[config.mk]
export PLATFORM = sky130hd
export DESIGN_NAME = hd44780_rx
export DESIGN_NICKNAME = d
export VERILOG_FILES = /design/src/rtl/hd44780_pkg.sv /design/src/rtl/lcd_e_sync.sv /design/src/rtl/hd44780_rx.sv
export SDC_FILE = /design/constraint.sdc
export NUM_CORES = 1
export LEC_CHECK = 0
export BUFFER_PORTS_ARGS = -buffer_cell sky130_fd_sc_hd__clkbuf_2
export CORE_MARGIN = 2
export CORE_UTILIZATION = 54
export DETAILED_ROUTE_END_ITERATION = 6
export GPL_TIMING_DRIVEN = 0
export PLACE_DENSITY_LB_ADDON = 0.2
export SYNTH_ARGS = -nofsm -noshare
export SYNTH_HDL_FRONTEND = slang
export SYNTH_SLANG_ARGS = --single-unit
[constraint.sdc]
create_clock -name in_Clk -period 5.8 [get_ports in_Clk]
set_input_delay 0.29 -clock in_Clk [delete_from_list [all_inputs] [get_ports in_Clk]]
set_output_delay 0.29 -clock in_Clk [all_outputs]
set_load 0.05 [all_outputs]
[src/rtl/hd44780_pkg.sv]
// Shared definitions for the HD44780-compatible receiver: opcodes, address map, AC stepping.
`timescale 1ns/1ps
package hd44780_pkg;

  localparam int unsigned AW         = 7;
  localparam int unsigned DW         = 8;
  localparam int unsigned DDRAM_SIZE = 80;
  localparam int unsigned LINE_LEN   = 40;

  localparam logic [AW-1:0] L1_BASE = 7'h00;
  localparam logic [AW-1:0] L1_END  = 7'h27;
  localparam logic [AW-1:0] L2_BASE = 7'h40;
  localparam logic [AW-1:0] L2_END  = 7'h67;

  localparam logic [DW-1:0] SPACE = 8'h20;

  // Instruction masks/patterns, listed in decode priority order
  localparam logic [DW-1:0] OP_DDRAM_M = 8'h80, OP_DDRAM_P = 8'h80;
  localparam logic [DW-1:0] OP_CGRAM_M = 8'hC0, OP_CGRAM_P = 8'h40;
  localparam logic [DW-1:0] OP_FSET_M  = 8'hE0, OP_FSET_P  = 8'h20;
  localparam logic [DW-1:0] OP_SHIFT_M = 8'hF0, OP_SHIFT_P = 8'h10;
  localparam logic [DW-1:0] OP_DCTL_M  = 8'hF8, OP_DCTL_P  = 8'h08;
  localparam logic [DW-1:0] OP_EMODE_M = 8'hFC, OP_EMODE_P = 8'h04;
  localparam logic [DW-1:0] OP_HOME_M  = 8'hFE, OP_HOME_P  = 8'h02;
  localparam logic [DW-1:0] OP_CLR_M   = 8'hFF, OP_CLR_P   = 8'h01;

  typedef enum logic {IDLE = 1'b0, CLEAR = 1'b1} state_t;

  // True when byte b matches pattern p under mask m
  function automatic logic op_is(input logic [DW-1:0] b, input logic [DW-1:0] m,
                                 input logic [DW-1:0] p);
    return (b & m) == p;
  endfunction

  // Address counter step with line wrap in both directions
  function automatic logic [AW-1:0] ac_step(input logic [AW-1:0] a, input logic inc);
    logic [AW-1:0] r;
    if (inc) begin
      if (a == L1_END)      r = L2_BASE;
      else if (a == L2_END) r = L1_BASE;
      else                  r = a + 7'd1;
    end else begin
      if (a == L1_BASE)      r = L2_END;
      else if (a == L2_BASE) r = L1_END;
      else                   r = a - 7'd1;
    end
    return r;
  endfunction

  // Address lies on line 1 or line 2 (not in the gap, not above line 2)
  function automatic logic addr_valid(input logic [AW-1:0] a);
    return (a <= L1_END) || ((a >= L2_BASE) && (a <= L2_END));
  endfunction

  // HD44780 address to physical RAM index 0..79
  function automatic logic [AW-1:0] phys_idx(input logic [AW-1:0] a);
    return (a <= L1_END) ? a : (a - L2_BASE + 7'(LINE_LEN));
  endfunction

endpackage

[src/rtl/lcd_e_sync.sv]
// Two-flop synchronizer for the writer's E/RS/data bus plus falling-edge detect on E.
`timescale 1ns/1ps
module lcd_e_sync
  import hd44780_pkg::*;
(
  input  logic          clk_i,
  input  logic          rst_i,
  input  logic          e_i,
  input  logic          rs_i,
  input  logic [DW-1:0] data_i,
  output logic          fire_c_o,
  output logic          rs_o,
  output logic [DW-1:0] data_o
);

  logic [1:0]    e_sync_q;
  logic [1:0]    rs_sync_q;
  logic [DW-1:0] d_meta_q;
  logic [DW-1:0] d_sync_q;
  logic          e_prev_q;

  // Synchronizer chains and the edge-detect history register
  always_ff @(posedge clk_i or posedge rst_i) begin
    if (rst_i) begin
      e_sync_q  <= 2'b00;
      rs_sync_q <= 2'b00;
      d_meta_q  <= '0;
      d_sync_q  <= '0;
      e_prev_q  <= 1'b0;
    end else begin
      e_sync_q  <= {e_sync_q[0], e_i};
      rs_sync_q <= {rs_sync_q[0], rs_i};
      d_meta_q  <= data_i;
      d_sync_q  <= d_meta_q;
      e_prev_q  <= e_sync_q[1];
    end
  end

  assign fire_c_o = e_prev_q & ~e_sync_q[1];
  assign rs_o     = rs_sync_q[1];
  assign data_o   = d_sync_q;

endmodule

[src/rtl/hd44780_rx.sv]
// HD44780-compatible receiver: instruction decode, address counter, flags, DDRAM image with debug read port.
`timescale 1ns/1ps
module hd44780_rx
  import hd44780_pkg::*;
#(
  parameter int unsigned CLEAR_CYCLES = 80
) (
  input  logic       in_Clk,
  input  logic       rst,
  input  logic       lcd_e,
  input  logic       lcd_rs,
  input  logic [7:0] data,
  input  logic [6:0] rd_addr,
  output logic [7:0] rd_data,
  output logic [6:0] ac,
  output logic       busy,
  output logic       disp_on,
  output logic       cursor_on,
  output logic       blink_on,
  output logic       two_line,
  output logic       cmd_stb,
  output logic       wr_stb,
  output logic       overrun,
  output logic       bad_addr
);

  localparam int unsigned CNT_W = 16;

  state_t           state_q, state_d;
  logic [CNT_W-1:0] idx_q, idx_d;
  logic             clr_pend_q, clr_pend_d;
  logic [AW-1:0]    ac_q, ac_d;
  logic             inc_q, inc_d;
  logic             disp_q, disp_d, cur_q, cur_d, blink_q, blink_d, two_q, two_d;
  logic             cmd_stb_q, cmd_stb_d, wr_stb_q, wr_stb_d;
  logic             ovr_q, ovr_d, bad_q, bad_d, busy_q, busy_d;
  logic [DW-1:0]    rd_data_q;

  logic             fire_c, rx_rs;
  logic [DW-1:0]    rx_byte;
  logic             we_c;
  logic [AW-1:0]    waddr_c;
  logic [DW-1:0]    wdata_c;
  logic [AW-1:0]    rd_idx_c;

  logic [DW-1:0]    mem [DDRAM_SIZE];

  lcd_e_sync u_sync (
    .clk_i    (in_Clk),
    .rst_i    (rst),
    .e_i      (lcd_e),
    .rs_i     (lcd_rs),
    .data_i   (data),
    .fire_c_o (fire_c),
    .rs_o     (rx_rs),
    .data_o   (rx_byte)
  );

  // State, counters and all registered outputs; reset lands in the sweep
  always_ff @(posedge in_Clk or posedge rst) begin
    if (rst) begin
      state_q    <= CLEAR;
      idx_q      <= '0;
      clr_pend_q <= 1'b0;
      ac_q       <= L1_BASE;
      inc_q      <= 1'b1;
      disp_q     <= 1'b0;
      cur_q      <= 1'b0;
      blink_q    <= 1'b0;
      two_q      <= 1'b0;
      cmd_stb_q  <= 1'b0;
      wr_stb_q   <= 1'b0;
      ovr_q      <= 1'b0;
      bad_q      <= 1'b0;
      busy_q     <= 1'b1;
    end else begin
      state_q    <= state_d;
      idx_q      <= idx_d;
      clr_pend_q <= clr_pend_d;
      ac_q       <= ac_d;
      inc_q      <= inc_d;
      disp_q     <= disp_d;
      cur_q      <= cur_d;
      blink_q    <= blink_d;
      two_q      <= two_d;
      cmd_stb_q  <= cmd_stb_d;
      wr_stb_q   <= wr_stb_d;
      ovr_q      <= ovr_d;
      bad_q      <= bad_d;
      busy_q     <= busy_d;
    end
  end

  // Sweep FSM, transaction decode and the single RAM write port
  always_comb begin
    state_d    = state_q;
    idx_d      = idx_q;
    clr_pend_d = clr_pend_q;
    ac_d       = ac_q;
    inc_d      = inc_q;
    disp_d     = disp_q;
    cur_d      = cur_q;
    blink_d    = blink_q;
    two_d      = two_q;
    cmd_stb_d  = 1'b0;
    wr_stb_d   = 1'b0;
    ovr_d      = ovr_q;
    bad_d      = bad_q;
    we_c       = 1'b0;
    waddr_c    = '0;
    wdata_c    = SPACE;

    case (state_q)
      IDLE: begin
        if (clr_pend_q) begin
          state_d    = CLEAR;
          idx_d      = '0;
          clr_pend_d = 1'b0;
        end
      end
      CLEAR: begin
        we_c    = idx_q < CNT_W'(DDRAM_SIZE);
        waddr_c = AW'(idx_q);
        if (idx_q == CNT_W'(CLEAR_CYCLES - 1)) begin
          state_d = IDLE;
          ac_d    = L1_BASE;
          inc_d   = 1'b1;
        end else begin
          idx_d = idx_q + 16'd1;
        end
      end
      default: state_d = IDLE;
    endcase

    if (fire_c) begin
      if ((state_q == CLEAR) || clr_pend_q) begin
        ovr_d = 1'b1;
      end else if (rx_rs) begin
        we_c     = 1'b1;
        waddr_c  = phys_idx(ac_q);
        wdata_c  = rx_byte;
        wr_stb_d = 1'b1;
        ac_d     = ac_step(ac_q, inc_q);
      end else begin
        cmd_stb_d = 1'b1;
        if (op_is(rx_byte, OP_DDRAM_M, OP_DDRAM_P)) begin
          if (addr_valid(rx_byte[6:0])) begin
            ac_d = rx_byte[6:0];
          end else begin
            bad_d = 1'b1;
            ac_d  = (rx_byte[6:0] > L2_END) ? L1_BASE : L2_BASE;
          end
        end else if (op_is(rx_byte, OP_CGRAM_M, OP_CGRAM_P)) begin
          ac_d = ac_q;
        end else if (op_is(rx_byte, OP_FSET_M, OP_FSET_P)) begin
          two_d = rx_byte[3];
        end else if (op_is(rx_byte, OP_SHIFT_M, OP_SHIFT_P)) begin
          if (!rx_byte[3]) ac_d = ac_step(ac_q, rx_byte[2]);
        end else if (op_is(rx_byte, OP_DCTL_M, OP_DCTL_P)) begin
          disp_d  = rx_byte[2];
          cur_d   = rx_byte[1];
          blink_d = rx_byte[0];
        end else if (op_is(rx_byte, OP_EMODE_M, OP_EMODE_P)) begin
          inc_d = rx_byte[1];
        end else if (op_is(rx_byte, OP_HOME_M, OP_HOME_P)) begin
          ac_d = L1_BASE;
        end else if (op_is(rx_byte, OP_CLR_M, OP_CLR_P)) begin
          clr_pend_d = 1'b1;
        end
      end
    end

    busy_d = (state_d == CLEAR);
  end

  // DDRAM storage, no reset
  always_ff @(posedge in_Clk) begin
    if (we_c) mem[waddr_c] <= wdata_c;
  end

  assign rd_idx_c = phys_idx(rd_addr);

  // Write-first registered read port; unmapped addresses read as zero
  always_ff @(posedge in_Clk or posedge rst) begin
    if (rst) begin
      rd_data_q <= '0;
    end else if (!addr_valid(rd_addr)) begin
      rd_data_q <= '0;
    end else if (we_c && (waddr_c == rd_idx_c)) begin
      rd_data_q <= wdata_c;
    end else begin
      rd_data_q <= mem[rd_idx_c];
    end
  end

  assign rd_data   = rd_data_q;
  assign ac        = ac_q;
  assign busy      = busy_q;
  assign disp_on   = disp_q;
  assign cursor_on = cur_q;
  assign blink_on  = blink_q;
  assign two_line  = two_q;
  assign cmd_stb   = cmd_stb_q;
  assign wr_stb    = wr_stb_q;
  assign overrun   = ovr_q;
  assign bad_addr  = bad_q;

endmodule
==> qor.yml, run 1 <==
outcome:
  status: "finished clean"
floorplan:
  fp.dieW_um: 232
  rows: 83
  core_area_mm2: 0.0514
  die-area_mm2: 0.0540
  ios: 43
  chipHeight_um: 232
  start_util_pct: 54.7
synthesis:
  synth_common_cells: "640 x edfxtp_1, 168 x mux4_2, 125 x nor2_1"
  yosysTopAreaCell: "edfxtp_1"
  ys_ff_latch: 703
  synth_most_common_cell: "edfxtp_1"
  synth-edff-count: 640
  syn_area_mm2: 0.0281
  synthArstFlopShare_pct: 8.96
  synth_nets: 1525
  synth_ff_type: "edfxtp_1"
  syn_area_per_cell_um2: 18.8
  yosys_warnings: 0
  seq_area_frac_synth_pct: 73.9
  syn-instance-count: 1498
  yosysUniqueCellTypes: 67
  yosys-top-cells-area: "edfxtp_1 68%, mux4_2 13%, dfrtp_1 5.4%"
  synth_top_area_share_pct: 68.3
placement:
  pre_cts_ws_ns: 1.53
  portBuffers: 41
  dp_cells: 2225
  place.gp.congestion: 0.962
  hpwlAfterDp_um: 42900
clocking:
  cts.htree.levels: 3
  insertion_delay_ns: 0.61
  cts_sinks: 703
  cts_tree: "yes"
  post_cts_buffers: 0
  cts_buffers: 71
  cts_max_path_buffers: 3
  clk_pin_slew_ns: 0.06
  clock-root-buffer: "clkbuf_16"
worst_setup_path:
  reg2reg_to: "mem[71][4]"
  start_kind: "flop"
  r2r_start: "clr_pend_q"
  cp-end-kind: "flop"
  critPathRequiredTime_ns: 6.02
  arrival_ns: 4.15
  regToRegSetupSlack_ns: 1.86
  cp_max_fo: 10
  worstRegToRegCells: 7
  crit_type: "reg2reg"
route:
  drc_errors: 0
  drt_wl_total_um: 67100
  ant_nets: 0
  first_pass_iters: 6
  via_count: 15200
  vias_per_cell: 6.42
  drt-wirelength-per-cell_um: 28.4
  drt-initial-drc-count: 1700
global_routing:
  grt_max_degree: 82
  gr-total-overflow: 0
  grt_pass1_vias: 15300
  grt_usage_pct: 25.7
  grt_pass1_wl_um: 99500
  antenna_found_initial: 0
sta:
  fin_crit_ns: 3.94
  finalSetupViolCount: 0
  setup_ws_ns: 1.86
  fin_tns_setup_ns: 0
  hold_violations: 0
  worst_pin_slew_ns: 1.23
  skew_ns: 0.0187
  rsz0062_at_grt: "no"
  max_freq_ghz: 0.254
  period_share_pct: 67.9
  slew_viol_final: 0
  max_slew_margin_pct: 16.9
finish:
  nets: 1656
  drive_gt1_share_pct: 21.3
  area_growth_pct: 13.3
  final_cells: 2361
  fillers: 3594
  antenna_cells: 0
hold_path:
  hp-class: "in2async"
job:
  max_cap_violations: 0
power_and_ir_drop:
  ir_drop_uv: 280
  cellPowerDensity_mw_per_mm2: 351
  p_leak_nw: 10.4
worst max path at each step:
stage                from  depth (start not counted)         end
2_1_floorplan        busy                          3   mem[0][6]
3_3_place_gp   clr_pend_q                          3  mem[36][6]
3_5_place_dp   rd_addr[3]                         12  rd_data[4]
4_1_cts             ac[3]                          8  mem[41][3]
5_1_grt             ac[3]                          8  mem[41][3]
6_report       clr_pend_q                          7  mem[71][4]
registers in the layout, indices dropped and copies added (netlist names), 2 cells and up:
register          cells
mem                 640
idx_q                16
rd_data               8
u_sync.d_meta_q       8
u_sync.data_o         8
ac                    7
u_sync.e_sync_q       2
u_sync.rs_sync_q      2
logic make-up after synthesis:
family          Yosys count  synth area share (%)
compound gates          218                  5.25
fa+ha+maj                 8                 0.356
mux                     180                  13.9
xor+xnor                 29                 0.903
buf+inv                  94                  1.32
flops                   703                  73.9
simple gates            266                  4.37
layout by cell type (no fill, tap or decap), types with 7 or more instances in the layout:
cell type	instances
a22oi_1	68
nand2_1	48
edfxtp_1	640
mux4_2	168
bufinv_16	8
dlygate4sd3_1	11
clkbuf_16	77
ha_1	8
clkbuf_1	53
o21ai_0	16
nand3_1	20
dfrtp_1	61
a21boi_0	8
clkinv_2	11
and2_1	8
clkbuf_2	41
nor2_1	124
nand4_1	9
xnor2_1	14
a21oi_1	62
nor3_1	13
nor2b_1	7
o41ai_1	9
inv_1	20
buf_1	16
clkinv_1	15
buf_2	7
xor2_1	15
o21ai_1	8
and3_1	8
metrics by stage:
| step | hold WS (ns) | total power [W] | area, µm² | utilization [%] |
|---|---|---|---|---|
| after floorplan | 0.321 | 0.00630 | 28100 | - |
| after global placement | 0.331 | 0.00658 | 29200 | 56.8 |
| after detailed placement | 0.335 | 0.00659 | 29400 | 57.2 |
| after CTS | 0.308 | 0.0112 | 31900 | 62.0 |
| after global routing | 0.328 | 0.0115 | 31900 | 62.0 |
| final | 0.311 | 0.0112 | 31900 | 62.0 |
final cells by class:
class | instances | area (µm²) | area share (%)
inverter | 21 | 78.8 | 0.247
sequential | 703 | 20800 | 65.2
buffer | 73 | 294 | 0.922
timing repair buffer | 58 | 458 | 1.44
clock inverter | 41 | 418 | 1.31
multi-input combinational | 701 | 7020 | 22.0
tap | 680 | 851 | 2.67
clock buffer | 84 | 1970 | 6.19
where the power goes:
group / leakage [nW] / internal [W] / switching, W
sequential: 6.70 / 0.00554 / 0.0000613
clock: 1.17 / 0.00278 / 0.00189
combinational: 2.57 / 0.000312 / 0.000597
total: 10.4 / 0.00863 / 0.00255
critical path: stages, from the launching register on:
cell and delay (ns):
dfrtp_1 0.48, nor4b_4 0.50, nand2_2 0.24, inv_1 0.31, a22oi_1 0.19, nor2_1 0.28, nand2_1 0.56, nor2_1 0.98
timing repair:
| item | in CTS | in global routing |
|---|---|---|
| endpoints found under the hold margin | 32 | 0 |
| gates resized for setup | 0 | 0 |
| hold buffers | 11 | 0 |
routing by layer:
| metal | global-route usage, % | share of wire, % | vias up |
|---|---|---|---|
| li1 | - | - | 6384 |
| met5 | 0 | 0 | - |
| met3 | 5.21 | 9.0 | 121 |
| met4 | 7.53 | 2.7 | 0 |
| met2 | 41.1 | 48 | 718 |
| met1 | 36.2 | 40 | 7939 |
Note: power is estimated with default switching activity, not from simulation.
==> run 2, diff against run 1 <==
clock period = 3.8 ns   (was 5.8 ns; I/O delays follow)
==> qor.yml, run 2 (synthesized netlist as in run 1, its figures left out) <==
sta:
  period_share_pct: 102  # +35 points
  holdWs_ns: 0.210  # -0.102 ns
  max_slew_margin_pct: 18.9  # +2.0 points
  fin_crit_ns: 3.89  # -0.0410 ns
  slew_viol_final: 0  # unchanged
  finalSetupViolCount: 139  # +139
  fin_tns_setup_ns: -4.59  # -4.59 ns
  worst_pin_slew_ns: 1.20  # -0.0289 ns
  max_freq_ghz: 0.257  # +1.1%
  setup_ws_ns: -0.0947  # -1.96 ns
  skew_ns: 0.0181  # -0.000580 ns
  rsz0062_at_grt: "yes"
  hold_violations: 0  # unchanged
worst_setup_path:
  start_kind: "flop"
  cp-end-kind: "flop"
  critPathRequiredTime_ns: 4.02  # -2.00 ns
  regToRegSetupSlack_ns: -0.09  # -1.96 ns
  arrival_ns: 4.11  # -0.04 ns
  worstRegToRegCells: 7  # unchanged
  cp_max_fo: 10  # unchanged
  crit_type: "reg2reg"
  r2r_start: "clr_pend_q"
  reg2reg_to: "mem[15][2]"
finish:
  drive_gt1_share_pct: 25.0  # +3.7 points
  largest_register_ffs: 640  # unchanged
  top_regs: "mem: 640 flops, idx_q: 16 flops"
  area_growth_pct: 14.1
  final_cell_mix: "640 x edfxtp_1, 168 x mux4_2, 77 x clkbuf_16"
  nets: 1657  # +0.060%
  fin_area_mm2: 0.0321  # +0.70%
  antenna_cells: 0  # unchanged
  regMostFlops: "mem"
  layout_commonest_cell: "edfxtp_1"
route:
  drt-wirelength-per-cell_um: 28.4  # about the same
  ant_nets: 0  # unchanged
  first_pass_iters: 6  # unchanged
  drc_errors: 0  # unchanged
  drt-initial-drc-count: 1717  # +1.0%
  drt_wl_total_um: 67100  # about the same
  vias_per_cell: 6.41  # -0.15%
  via_count: 15100  # -0.11%
floorplan:
  chipHeight_um: 232  # unchanged
  ios: 43  # unchanged
  rows: 83  # unchanged
  fp.dieW_um: 232  # unchanged
  die-area_mm2: 0.0540  # unchanged
  start_util_pct: 54.7  # unchanged
  core_area_mm2: 0.0514  # unchanged
global_routing:
  grt_usage_pct: 25.7  # about the same
  antenna_found_initial: 0  # unchanged
  grt_pass1_vias: 15300  # +0.013%
  gr-total-overflow: 0  # unchanged
  grt_max_degree: 82  # unchanged
  grt_pass1_wl_um: 99500  # about the same
hold_path:
  hp-class: "in2async"
clocking:
  cts_max_path_buffers: 3  # unchanged
  clk_pin_slew_ns: 0.06  # about the same
  cts_sinks: 703  # unchanged
  cts_tree: "yes"
  insertion_delay_ns: 0.60  # about the same
  cts.htree.levels: 3  # unchanged
  clock-root-buffer: "clkbuf_16"
  cts_buffers: 71  # unchanged
placement:
  hpwlAfterDp_um: 42900  # unchanged
  place.gp.congestion: 0.962  # unchanged
  pre_cts_ws_ns: -0.369  # -1.90 ns
  detailed_place.area_mm2: 0.0294  # unchanged
  portBuffers: 41  # unchanged
power_and_ir_drop:
  cellPowerDensity_mw_per_mm2: 532  # +52%
  ir_drop_uv: 427  # +53%
  p_leak_nw: 10.4  # about the same
outcome:
  violations: "negative setup slack"
  status: "complete, but fails checks"
job:
  max_cap_violations: 0  # unchanged
==> run 2: how the worst max path moves through the flow <==
stage | startpoint | to | slack, ns | cells after the start
global route | ac[3] | mem[9][5] | -0.26 | 8
global placement | clr_pend_q | mem[36][6] | -1.91 | 3
finish | clr_pend_q | mem[15][2] | -0.09 | 7
detailed placement | rd_addr[3] | rd_data[4] | -0.37 | 12
floorplan | busy | mem[0][6] | 0.31 | 3
CTS | ac[3] | mem[44][7] | -0.05 | 8
==> run 2: report_power, final <==
| part | internal (W) | switching, W | total (W) |
|---|---|---|---|
| Clock | 0.00425 | 0.00290 | 0.00715 |
| Combinational | 0.000478 | 0.000921 | 0.00140 |
| Sequential | 0.00845 | 0.0000954 | 0.00855 |
| Total | 0.0132 | 0.00391 | 0.0171 |
==> run 2: repair_timing <==
| action | in CTS | in global routing |
|---|---|---|
| setup endpoints to repair | 73 | 619 |
| hold endpoints to repair | 32 | 0 |
| setup buffers | 0 | 1 |
| resized for setup | 6 | 66 |
| pin swaps | 0 | 1 |
| hold buffers | 11 | 0 |
==> run 2: worst max-delay path: stages (launching register included) <==
cell and delay, ns:
dfrtp_1 0.48, nor4b_4 0.50, nand2_2 0.24, inv_1 0.30, a22oi_1 0.18, nor2_1 0.27
nand2_1 0.66, nor2_1 0.87
==> run 2: per-stage QoR <==
step                utilization [%]  power, W  std cells
floorplan                         -   0.00961       1498
global placement               56.8    0.0100       2219
detailed placement             57.2    0.0101       2225
CTS                            62.1    0.0171       2361
global route                   62.5    0.0176       2362
finish                         62.5    0.0171       2362
==> run 2: routing by layer <==
| layer | vias to the layer above | GRT usage, % | wire length (µm) |
|---|---|---|---|
| met1 | 7915 | 36.1 | 26900 |
| met3 | 125 | 5.07 | 5650 |
| met5 | - | 0 | 0 |
| li1 | 6392 | - | - |
| met2 | 713 | 41.3 | 32700 |
| met4 | 0 | 7.39 | 1780 |
==> run 2: final cells by class <==
type | count | area (µm²)
plain buffers | 73 | 300
clock buffers | 84 | 1970
clock inverters | 41 | 418
fillers | 3582 | 19300
inverters | 21 | 78.8
multi-input cells | 701 | 7230
flip-flops and latches | 703 | 20800
well taps | 680 | 851
repair buffers | 59 | 465
